==> src/rtl/atm_keypad_entry_if.sv <==
// Keypad-entry bus: key strokes in, one assembled ATM transaction request out.
// master = the keypad entry block, slave = the keypad source and the ATM core.
interface atm_keypad_entry_if;
    logic        key_valid;
    logic [3:0]  key_code;
    logic        req_ready;
    logic        req_valid;
    logic [3:0]  acc_num;
    logic [15:0] pin;
    logic [2:0]  operation;
    logic [31:0] amount;
    logic [15:0] newPin;
    logic [2:0]  entry_state;
    logic [3:0]  digit_cnt;
    logic        key_err;
    logic        timeout;

    modport master (
        input  key_valid, key_code, req_ready,
        output req_valid, acc_num, pin, operation, amount, newPin,
               entry_state, digit_cnt, key_err, timeout
    );

    modport slave (
        output key_valid, key_code, req_ready,
        input  req_valid, acc_num, pin, operation, amount, newPin,
               entry_state, digit_cnt, key_err, timeout
    );
endinterface

==> src/rtl/atm_keypad_entry.sv <==
// Keypad front end: assembles account/PIN/op/amount/new-PIN into one ATM request.
// Optional inactivity abort is enabled with macro KEYPAD_TIMEOUT_EN.
module atm_keypad_entry #(
    parameter int unsigned AMT_DIGITS  = 9,
    parameter int unsigned OP_WITHDRAW = 4,
    parameter int unsigned OP_DEPOSIT  = 5,
    parameter int unsigned OP_CHPIN    = 2
`ifdef KEYPAD_TIMEOUT_EN
   ,parameter int unsigned TIMEOUT_CYCLES = 1000000
`endif
) (
    input logic                clk,
    input logic                rst,
    atm_keypad_entry_if.master kp
);

    localparam int unsigned ACC_W  = 32;
    localparam int unsigned CNT_W  = 4;
    localparam int unsigned PIN_W  = 16;
    localparam int unsigned NUM_W  = 4;
    localparam int unsigned OP_W   = 3;

    localparam logic [3:0] K_CLEAR  = 4'hA;
    localparam logic [3:0] K_ENTER  = 4'hB;
    localparam logic [3:0] K_CANCEL = 4'hC;

    typedef enum logic [2:0] {
        S_ACC   = 3'd0,
        S_PIN   = 3'd1,
        S_OP    = 3'd2,
        S_AMT   = 3'd3,
        S_NPIN  = 3'd4,
        S_ISSUE = 3'd5
    } state_t;

    state_t             state, state_nxt, adv_state_c;
    logic [ACC_W-1:0]   acc, acc_nxt;
    logic [CNT_W-1:0]   cnt, cnt_nxt, limit_c;
    logic               is_digit_c, enter_ok_c, err_c, clr_all_c, latch_c;

    logic               req_valid_q, key_err_q;
    logic [NUM_W-1:0]   acc_num_q;
    logic [PIN_W-1:0]   pin_q, npin_q;
    logic [OP_W-1:0]    op_q;
    logic [ACC_W-1:0]   amount_q;

`ifdef KEYPAD_TIMEOUT_EN
    localparam int unsigned IDLE_W = 20;
    logic [IDLE_W-1:0]  idle;
    logic               idle_run_c, tmo_c, timeout_q;
`endif

    assign is_digit_c = (kp.key_code <= 4'd9);

    // Maximum digits accepted by the field currently being typed
    always_comb begin
        limit_c = '0;
        case (state)
            S_ACC:   limit_c = CNT_W'(2);
            S_PIN:   limit_c = CNT_W'(4);
            S_OP:    limit_c = CNT_W'(1);
            S_AMT:   limit_c = CNT_W'(AMT_DIGITS);
            S_NPIN:  limit_c = CNT_W'(4);
            default: limit_c = '0;
        endcase
    end

    // ENTER acceptance for the current field and where it leads
    always_comb begin
        enter_ok_c  = 1'b0;
        adv_state_c = state;
        case (state)
            S_ACC: begin
                enter_ok_c  = (cnt != '0) && (acc >= ACC_W'(1)) && (acc <= ACC_W'(10));
                adv_state_c = S_PIN;
            end
            S_PIN: begin
                enter_ok_c  = (cnt == CNT_W'(4));
                adv_state_c = S_OP;
            end
            S_OP: begin
                enter_ok_c = (cnt == CNT_W'(1)) && (acc <= ACC_W'(7));
                if ((acc == ACC_W'(OP_WITHDRAW)) || (acc == ACC_W'(OP_DEPOSIT)))
                    adv_state_c = S_AMT;
                else if (acc == ACC_W'(OP_CHPIN))
                    adv_state_c = S_NPIN;
                else
                    adv_state_c = S_ISSUE;
            end
            S_AMT: begin
                enter_ok_c  = (cnt != '0) && (acc != '0);
                adv_state_c = S_ISSUE;
            end
            S_NPIN: begin
                enter_ok_c  = (cnt == CNT_W'(4));
                adv_state_c = S_ISSUE;
            end
            default: ;
        endcase
    end

`ifdef KEYPAD_TIMEOUT_EN
    assign idle_run_c = (state == S_PIN) || (state == S_OP) ||
                        (state == S_AMT) || (state == S_NPIN);
`endif

    // Key decode and next-state selection
    always_comb begin
        state_nxt = state;
        acc_nxt   = acc;
        cnt_nxt   = cnt;
        err_c     = 1'b0;
        clr_all_c = 1'b0;
        latch_c   = 1'b0;
`ifdef KEYPAD_TIMEOUT_EN
        tmo_c     = 1'b0;
`endif
        case (state)
            S_ISSUE: begin
                // Request is committed: only the handshake releases it
                if (req_valid_q && kp.req_ready)
                    clr_all_c = 1'b1;
            end
            S_ACC, S_PIN, S_OP, S_AMT, S_NPIN: begin
                if (kp.key_valid) begin
                    if (is_digit_c) begin
                        if (cnt < limit_c) begin
                            acc_nxt = acc * ACC_W'(10) + ACC_W'(kp.key_code);
                            cnt_nxt = cnt + CNT_W'(1);
                        end else begin
                            err_c = 1'b1;
                        end
                    end else begin
                        case (kp.key_code)
                            K_CLEAR: begin
                                acc_nxt = '0;
                                cnt_nxt = '0;
                            end
                            K_CANCEL: clr_all_c = 1'b1;
                            K_ENTER: begin
                                if (enter_ok_c) begin
                                    latch_c   = 1'b1;
                                    acc_nxt   = '0;
                                    cnt_nxt   = '0;
                                    state_nxt = adv_state_c;
                                end else begin
                                    err_c = 1'b1;
                                    // A rejected account number is wiped for re-entry
                                    if (state == S_ACC) begin
                                        acc_nxt = '0;
                                        cnt_nxt = '0;
                                    end
                                end
                            end
                            default: err_c = 1'b1;
                        endcase
                    end
                end
`ifdef KEYPAD_TIMEOUT_EN
                else if (idle_run_c && (idle == IDLE_W'(1))) begin
                    tmo_c     = 1'b1;
                    clr_all_c = 1'b1;
                end
`endif
            end
            default: clr_all_c = 1'b1;
        endcase

        if (clr_all_c) begin
            state_nxt = S_ACC;
            acc_nxt   = '0;
            cnt_nxt   = '0;
        end
    end

    // State, accumulator and registered request fields
    always_ff @(posedge clk or negedge rst) begin
        if (!rst) begin
            state       <= S_ACC;
            acc         <= '0;
            cnt         <= '0;
            req_valid_q <= 1'b0;
            key_err_q   <= 1'b0;
            acc_num_q   <= '0;
            pin_q       <= '0;
            op_q        <= '0;
            amount_q    <= '0;
            npin_q      <= '0;
        end else begin
            state       <= state_nxt;
            acc         <= acc_nxt;
            cnt         <= cnt_nxt;
            key_err_q   <= err_c;
            req_valid_q <= (state_nxt == S_ISSUE);
            if (clr_all_c) begin
                acc_num_q <= '0;
                pin_q     <= '0;
                op_q      <= '0;
                amount_q  <= '0;
                npin_q    <= '0;
            end else if (latch_c) begin
                case (state)
                    S_ACC:   acc_num_q <= acc[NUM_W-1:0];
                    S_PIN:   pin_q     <= acc[PIN_W-1:0];
                    S_OP:    op_q      <= acc[OP_W-1:0];
                    S_AMT:   amount_q  <= acc;
                    S_NPIN:  npin_q    <= acc[PIN_W-1:0];
                    default: ;
                endcase
            end
        end
    end

`ifdef KEYPAD_TIMEOUT_EN
    // Idle counter: reloads on any key, runs only while a session is mid-entry
    always_ff @(posedge clk or negedge rst) begin
        if (!rst) begin
            idle      <= '0;
            timeout_q <= 1'b0;
        end else begin
            timeout_q <= tmo_c;
            if (kp.key_valid)
                idle <= IDLE_W'(TIMEOUT_CYCLES);
            else if (idle_run_c && (idle != '0))
                idle <= idle - IDLE_W'(1);
        end
    end

    assign kp.timeout = timeout_q;
`else
    assign kp.timeout = 1'b0;
`endif

    assign kp.req_valid   = req_valid_q;
    assign kp.acc_num     = acc_num_q;
    assign kp.pin         = pin_q;
    assign kp.operation   = op_q;
    assign kp.amount      = amount_q;
    assign kp.newPin      = npin_q;
    assign kp.entry_state = state;
    assign kp.digit_cnt   = cnt;
    assign kp.key_err     = key_err_q;

endmodule

==> src/flat_wrapper.sv <==
// flat-port wrapper written by rule: the top's interface ports become plain ports
module atm_keypad_entry_flat 
#(
    parameter int unsigned AMT_DIGITS  = 9,
    parameter int unsigned OP_WITHDRAW = 4,
    parameter int unsigned OP_DEPOSIT  = 5,
    parameter int unsigned OP_CHPIN    = 2

)
  (clk, rst, kp_key_valid, kp_key_code, kp_req_ready, kp_req_valid, kp_acc_num, kp_pin, kp_operation, kp_amount, kp_newPin, kp_entry_state, kp_digit_cnt, kp_key_err, kp_timeout);
  atm_keypad_entry_if kp_i ();
  input logic clk;
  input logic rst;
  input wire logic [$bits(kp_i.key_valid)-1:0] kp_key_valid;
  input wire logic [$bits(kp_i.key_code)-1:0] kp_key_code;
  input wire logic [$bits(kp_i.req_ready)-1:0] kp_req_ready;
  output wire logic [$bits(kp_i.req_valid)-1:0] kp_req_valid;
  output wire logic [$bits(kp_i.acc_num)-1:0] kp_acc_num;
  output wire logic [$bits(kp_i.pin)-1:0] kp_pin;
  output wire logic [$bits(kp_i.operation)-1:0] kp_operation;
  output wire logic [$bits(kp_i.amount)-1:0] kp_amount;
  output wire logic [$bits(kp_i.newPin)-1:0] kp_newPin;
  output wire logic [$bits(kp_i.entry_state)-1:0] kp_entry_state;
  output wire logic [$bits(kp_i.digit_cnt)-1:0] kp_digit_cnt;
  output wire logic [$bits(kp_i.key_err)-1:0] kp_key_err;
  output wire logic [$bits(kp_i.timeout)-1:0] kp_timeout;
  assign kp_i.key_valid = kp_key_valid;
  assign kp_i.key_code = kp_key_code;
  assign kp_i.req_ready = kp_req_ready;
  assign kp_req_valid = kp_i.req_valid;
  assign kp_acc_num = kp_i.acc_num;
  assign kp_pin = kp_i.pin;
  assign kp_operation = kp_i.operation;
  assign kp_amount = kp_i.amount;
  assign kp_newPin = kp_i.newPin;
  assign kp_entry_state = kp_i.entry_state;
  assign kp_digit_cnt = kp_i.digit_cnt;
  assign kp_key_err = kp_i.key_err;
  assign kp_timeout = kp_i.timeout;
  atm_keypad_entry #(.AMT_DIGITS(AMT_DIGITS), .OP_WITHDRAW(OP_WITHDRAW), .OP_DEPOSIT(OP_DEPOSIT), .OP_CHPIN(OP_CHPIN)) u_core (.clk(clk), .rst(rst), .kp(kp_i));
endmodule
==> config.mk <==
export PLATFORM = sky130hd
export DESIGN_NAME = atm_keypad_entry_flat
export DESIGN_NICKNAME = d
export VERILOG_FILES = /design/src/rtl/atm_keypad_entry_if.sv /design/src/rtl/atm_keypad_entry.sv /design/src/flat_wrapper.sv
export SDC_FILE = /design/constraint.sdc
export NUM_CORES = 1
export LEC_CHECK = 0
export BUFFER_PORTS_ARGS = -buffer_cell sky130_fd_sc_hd__buf_2
export CAP_MARGIN = 30
export CORE_MARGIN = 2
export CORE_UTILIZATION = 60
export DETAILED_ROUTE_END_ITERATION = 7
export GPL_TIMING_DRIVEN = 0
export PLACE_DENSITY = 0.84
export SLEW_MARGIN = 5
export SYNTH_ARGS = -nofsm -noshare
export SYNTH_HDL_FRONTEND = slang
export SYNTH_SLANG_ARGS = --single-unit
==> constraint.sdc <==
create_clock -name clk -period 9 [get_ports clk]
set_input_delay 0 -clock clk [delete_from_list [all_inputs] [get_ports clk]]
set_output_delay 0 -clock clk [all_outputs]
set_load 0.03 [all_outputs]
==> results of run 1 <==
## sequential cells by signal, summed over array words and instances, names as in the netlist
signal	flops
u_core.kp.newPin	16
u_core.kp.entry_state	3
u_core.kp.acc_num	4
u_core.kp.amount	32
u_core.acc	32
u_core.kp.req_valid	1
u_core.kp.digit_cnt	4
u_core.kp.operation	3
u_core.kp.key_err	1
u_core.kp.pin	16
## critical path: cells and delay by family (launching register included)
family	cells	cell delay, ns
AO/OA/AOI/OAI	6	1.58
adder cells (fa/ha/maj)	3	1.02
flip-flops	1	0.44
AND/OR/NAND/NOR	3	0.88
## cell usage after synthesis, drive strengths merged (6+ instances only)
library cell,count,area share [%]
mux2i,24,3.1
xor2,22,2.6
and2,6,0.49
a21o,9,0.88
ha,64,10
nand3,16,1.0
buf,24,1.8
clkbuf,21,1.0
nand3b,6,0.75
nor2b,6,0.49
xnor2,24,2.7
nor2,67,3.3
a22o,8,0.92
dfrtp,112,37
a211oi,6,0.65
a21oi,90,6.0
o21a,6,0.59
nand2,172,8.5
or3,6,0.49
a31oi,6,0.49
nor4,14,1.5
o211ai,9,1.0
nand4,11,1.4
nor3,18,1.2
inv,7,0.34
o21ai,51,3.5
## worst min-delay path by stage
stage	from	end	slack, ns	cells after the start
after global routing	rst	u_core.acc[2]	0.05	2
after detailed placement	rst	u_core.kp.newPin[9]	-0.15	1
after floorplan	rst	u_core.acc[0]	-0.30	0
after CTS	rst	u_core.kp.newPin[8]	0.03	2
final	rst	u_core.kp.newPin[3]	0.03	2
after global placement	kp_key_code[0]	u_core.acc[0]	0.27	2
## final cells by class
cell class              instances  area, µm²  share of cell area (%)
flip-flops and latches        112       2800                    32.2
clock buffers                  11        243                    2.79
clock inverters                 5       88.8                    1.02
inverters                       7       26.3                   0.302
plain buffers                  45        216                    2.48
repair buffers                 92        509                    5.84
multi-input cells             707       4610                    52.9
well taps                     172        215                    2.47
## kinds of logic (layout without fill, tap and decap cells)
family          after synthesis  count (layout)  synth area share, %
simple gates                359             359                 23.1
buf+inv                      52             160                 3.17
flops                       112             112                 36.6
mux                          24              24                 3.14
other cells                   1               1               0.0490
fa+ha+maj                    66              66                 11.0
xor+xnor                     46              46                 5.36
compound gates              211             211                 17.6
## stage by stage
step / cell area (µm²) / hold WS, ns / power (mW) / instances / setup slack (ns)
3_5_place_dp: 8340 / -0.153 / 1.68 / 1131 / 4.98
4_1_cts: 8710 / 0.0288 / 2.13 / 1151 / 4.94
2_1_floorplan: 7660 / -0.296 / 1.41 / 871 / 5.48
5_1_grt: 8710 / 0.0484 / 2.28 / 1151 / 4.62
6_report: 8710 / 0.0280 / 2.15 / 1151 / 4.95
3_3_place_gp: 8310 / 0.272 / 1.64 / 1130 / 5.05
## power by group
part / leakage [nW] / total [mW] / switching [mW] / internal (mW)
logic: 2.44 / 1.02 / 0.644 / 0.376
registers: 1.55 / 0.684 / 0.126 / 0.559
clock network: 0.162 / 0.444 / 0.190 / 0.255
total: 4.15 / 2.15 / 0.959 / 1.19
## layer usage
layer  global-route usage, %  up-vias
met5                       0        -
met2                    48.3      285
met4                    13.0        0
met1                    41.2     3355
met3                    5.30       41
li1                        -     3320
## repair_timing
action                                  4_1_cts  5_1_grt
endpoints found under the hold margin       114        0
endpoints found under the setup margin        0        0
buffers inserted                              0        0
hold buffers                                  4        0
==> out/results.tsv, run 1 <==
stage	metric	value	unit
setup_path	critical_path_class	register to register	
sta	tns	0	ns
detailed_routing	wl	20300	µm
clocking	cts_sinks	112	
setup_path	worst-path-max-fanout	8	
clocking	cts_max_level	3	
placed_design	gp_congestion	0.994	
yosys	netlist_area	7660	µm²
clocking	clkTransAtPathRegs	0.07	ns
sta	setup_viol	0	
pwr	power_per_cell_area	247	nW/µm²
setup_path	critPathArrivalTime	4.29	ns
global_route	grt_overflow	0	
global_route	antenna_found_initial	0	
die	fp.coreArea	12500	µm²
detailed_routing	drtIter0Drc	648	
yosys	ys_warn_count	0	
detailed_routing	drc	0	
setup_path	cp-start-kind	register	
sta	fmax	247	MHz
setup_path	end_kind	register	
layout	final_common_cell	nand2_1	
setup_path	critical_path_required	9.24	ns
run_status	outcome	finished clean	
global_route	grt_pass1_wl	32500	µm
clocking	clock_tree.buffer_depth	2	
die	die_h	117	µm
layout	drive_gt1_share	16.2	%
sta	min_period	4.05	ns
layout	fillers	992	
layout	post-route-util	69.6	%
layout	final_cell_mix	170 x nand2_1, 112 x dfrtp_1, 106 x buf_2	
clocking	cts_made_buffers	9	
detailed_routing	dr.pass1.iters	5	
sta	relSlewSlack	35.1	%
clocking	cts_tree	yes	
global_route	track_usage	30.4	%
detailed_routing	wl_per_cell	17.6	µm
yosys	ys_seq_area_share	36.6	%
clocking	cts_resized	0	
yosys	synth_flop_cell	dfrtp_1	
detailed_routing	top_layer_used	met4	
placed_design	hpwl	15200	µm
setup_path	worst-r2r-cell-count	12	
pwr	p_leak	4.15	nW
yosys	synth_cell_types	78	
die	die_x	117	µm
yosys	async_reset_ff_share	100	%
sta	rsz0062_at_grt	false	
setup_path	crit_chain	ha_1 -> ha_1 -> fa_1 -> a211oi_2 -> o21ai_4 -> a41o_1 -> a211oi_1 -> and3b_1 -> nand4b_1 -> nor2_2 -> a311o_1 -> o211ai_2	
global_route	grt_max_degree	96	
setup_path	r2r_slack	4.95	ns
layout	n_antenna_cell	0	
clocking	clk_latency	0.37	ns
yosys	postSynthAreaPerCell	8.79	µm²
worst_hold_path	hold_class	input port to async pin	
yosys	synth-edff-count	0	
yosys	synth_nets	945	
setup_path	critPathLaunch	u_core.acc[1]	
yosys	ys_ff_latch	112	
detailed_routing	met1Wirelength	8870	µm
setup_path	crit_end	u_core.acc[31]	
die	dieArea	13700	µm²
clocking	cts_root_buffer	clkbuf_16	
layout	nNetsFinal	1048	
sta	post-route-period-util	45.0	%
setup_path	crit_path_top_delay_cell	fa_1	
detailed_routing	viasPerCell	6.08	
detailed_routing	vias	7001	
sta	fin_skew	0.0112	ns
pwr	ir_drop	0.123	mV
setup_path	slowest_delay	0.46	ns
detailed_routing	wl_met3	1500	µm
layout	area_delta_synth_final	13.8	%
sta	maxSlewViolCount	0	
setup_path	r2r_end	u_core.acc[31]	
sta	worstMarginPinSlew	0.960	ns
setup_path	r2r-start	u_core.acc[1]	
placed_design	io_buffers	87	
global_route	first_global_vias	6593	
sta	finalHoldViolCount	0	
detailed_routing	dr_wl_met2	9370	µm
die	initial_core_util	61.2	%
setup_path	path_common_cell	ha_1	
yosys	netlist_instances	871	
die	rows	41	
detailed_routing	drtAntennaViolNets	0	
die	io_pins	89	
run	drv_cap	0	
Power figures use the tool's default switching activity.
==> inputs of run 2 (changes only) <==
Settings changed: CORE_UTILIZATION 60 to 54, PLACE_DENSITY 0.84 to 0.8.
Clock period 9 ns to 3.5 ns, I/O delays scaled along.
==> out/results.tsv, run 2 (synthesis results as in run 1) <==
stage	metric	value	unit
die	die_h	123	µm
global_route	first_global_vias	6466	
detailed_routing	vias	7202	
pwr	p_leak	4.37	nW
clocking	clk_latency	0.36	ns
placed_design	gp_congestion	0.936	
layout	final_cell_mix	170 x nand2_1, 101 x buf_2, 99 x dfrtp_1	
layout	post-route-util	67.5	%
placed_design	pre_cts_ws	-0.526	ns
sta	finalHoldViolCount	0	
detailed_routing	met1Wirelength	9470	µm
global_route	antenna_found_initial	0	
die	rows	43	
sta	rsz0062_at_grt	true	
layout	n_antenna_cell	0	
run	drv_cap	0	
setup_path	critical_path_class	register to register	
die	dieArea	15100	µm²
die	initial_core_util	55.2	%
sta	setup_viol	0	
detailed_routing	dr_wl_met2	10200	µm
global_route	track_usage	27.6	%
setup_path	worst-path-max-fanout	5	
layout	final_common_cell	nand2_1	
detailed_routing	drtAntennaViolNets	0	
clocking	cts_made_buffers	9	
sta	fin_skew	0.0104	ns
detailed_routing	dr.pass1.iters	6	
layout	area_delta_synth_final	22.4	%
die	die_x	123	µm
sta	relSlewSlack	33.1	%
run_status	outcome	finished clean	
global_route	grt_overflow	0	
clocking	clock_tree.buffer_depth	2	
global_route	grt_max_degree	95	
setup_path	slowest_delay	0.41	ns
sta	fmax	286	MHz
placed_design	io_buffers	87	
sta	fin_ws	0.00513	ns
die	io_pins	89	
clocking	cts_max_level	3	
sta	worst_hold_slack	0.0361	ns
detailed_routing	viasPerCell	6.00	
detailed_routing	drtIter0Drc	792	
placed_design	hpwl	14800	µm
clocking	clkTransAtPathRegs	0.08	ns
worst_hold_path	hold_class	input port to async pin	
detailed_routing	top_layer_used	met4	
detailed_routing	wl	21500	µm
layout	drive_gt1_share	25.9	%
layout	instances_no_fill	1201	
pwr	ir_drop	0.434	mV
pwr	power_per_cell_area	634	nW/µm²
setup_path	path_common_cell	buf_4	
detailed_routing	wl_met3	1440	µm
setup_path	crit_chain	buf_4 -> ha_1 -> ha_2 -> o211ai_1 -> o21ai_2 -> buf_4 -> nor3b_2 -> o21ai_0 -> nand3_1 -> nand4b_1 -> buf_4 -> nor2_4 -> a311o_1 -> o211ai_2	
setup_path	critPathArrivalTime	3.73	ns
setup_path	end_kind	register	
detailed_routing	drc	0	
clocking	cts_sinks	112	
setup_path	critical_path_required	3.73	ns
placed_design	dp.cells	1139	
sta	post-route-period-util	99.9	%
sta	maxSlewViolCount	0	
setup_path	cp-start-kind	register	
setup_path	r2r_slack	0.005	ns
global_route	grt_pass1_wl	32900	µm
detailed_routing	wl_per_cell	17.9	µm
layout	fillers	1080	
clocking	cts_root_buffer	clkbuf_16	
die	fp.coreArea	13900	µm²
setup_path	crit_path_top_delay_cell	dfrtp_1	
setup_path	worst-r2r-cell-count	14	
layout	nNetsFinal	1091	
clocking	cts_tree	yes	
sta	worstMarginPinSlew	0.990	ns
sta	min_period	3.49	ns
-- run 2: cell count changes in the layout (fill, tap and decap cells not counted), sizes merged --
cell / delta
clkinv: -1
clkinvlp: +4
bufinv: -2
buf: +41
-- run 2: path summary, 6_finish.rpt --
| kind | start | end |
|---|---|---|
| min | rst | u_core.acc[2] |
| max reg2reg | u_core.acc[3] | u_core.acc[31] |
| max in group asynchronous | rst | u_core.acc[13] |
| min reg2reg | u_core.kp.pin[6] | u_core.kp.pin[6] |
| max | u_core.acc[3] | u_core.acc[31] |
| min in group clk | kp_key_valid | u_core.kp.entry_state[1] |
-- run 2: cell type report --
cell class	instances	area, µm²	area share, %
Buffer	44	233	2.48
Multi-Input combinational cell	707	4960	52.9
Timing Repair Buffer	136	840	8.96
Sequential cell	112	2820	30.1
Clock inverter	6	46.3	0.494
Tap cell	180	225	2.40
Inverter	7	26.3	0.280
Clock buffer	9	225	2.40
-- run 2: worst max-delay path: cells and delay by family, from the launching register on --
kind | cells | cell delay [ns]
DFF | 1 | 0.41
AOI/OAI and AO/OA | 5 | 1.03
buffers and inverters | 3 | 0.51
and+or+nand+nor | 4 | 0.80
adders and majority gates | 2 | 0.63
-- run 2: power by group --
| group | switching (mW) | total [mW] | internal, mW |
|---|---|---|---|
| Combinational | 1.91 | 3.26 | 1.35 |
| Sequential | 0.262 | 1.71 | 1.45 |
| Clock | 0.485 | 0.968 | 0.483 |
-- run 2: routing by layer --
metal	track usage, %	vias to the layer above
met1	39.6	3470
met3	3.69	37
met5	0	-
met2	43.2	308
li1	-	3387
met4	9.09	0
-- run 2: stage by stage --
stage	total power [mW]	area, µm²	TNS [ns]
final	5.94	9370	0
after global routing	6.30	9370	-0.844
after CTS	5.47	8960	0
after detailed placement	4.30	8360	-5.00
after global placement	4.23	8330	-3.93
after floorplan	3.63	7660	0
-- run 2: repair_timing --
item / in CTS / in global routing
hold endpoints to repair: 114 / 0
hold buffers: 4 / 0
setup buffers: 16 / 28
pin swaps: 16 / 20
gates cloned: 0 / 0
endpoints found under the setup margin: 16 / 33
gates resized for setup: 41 / 47
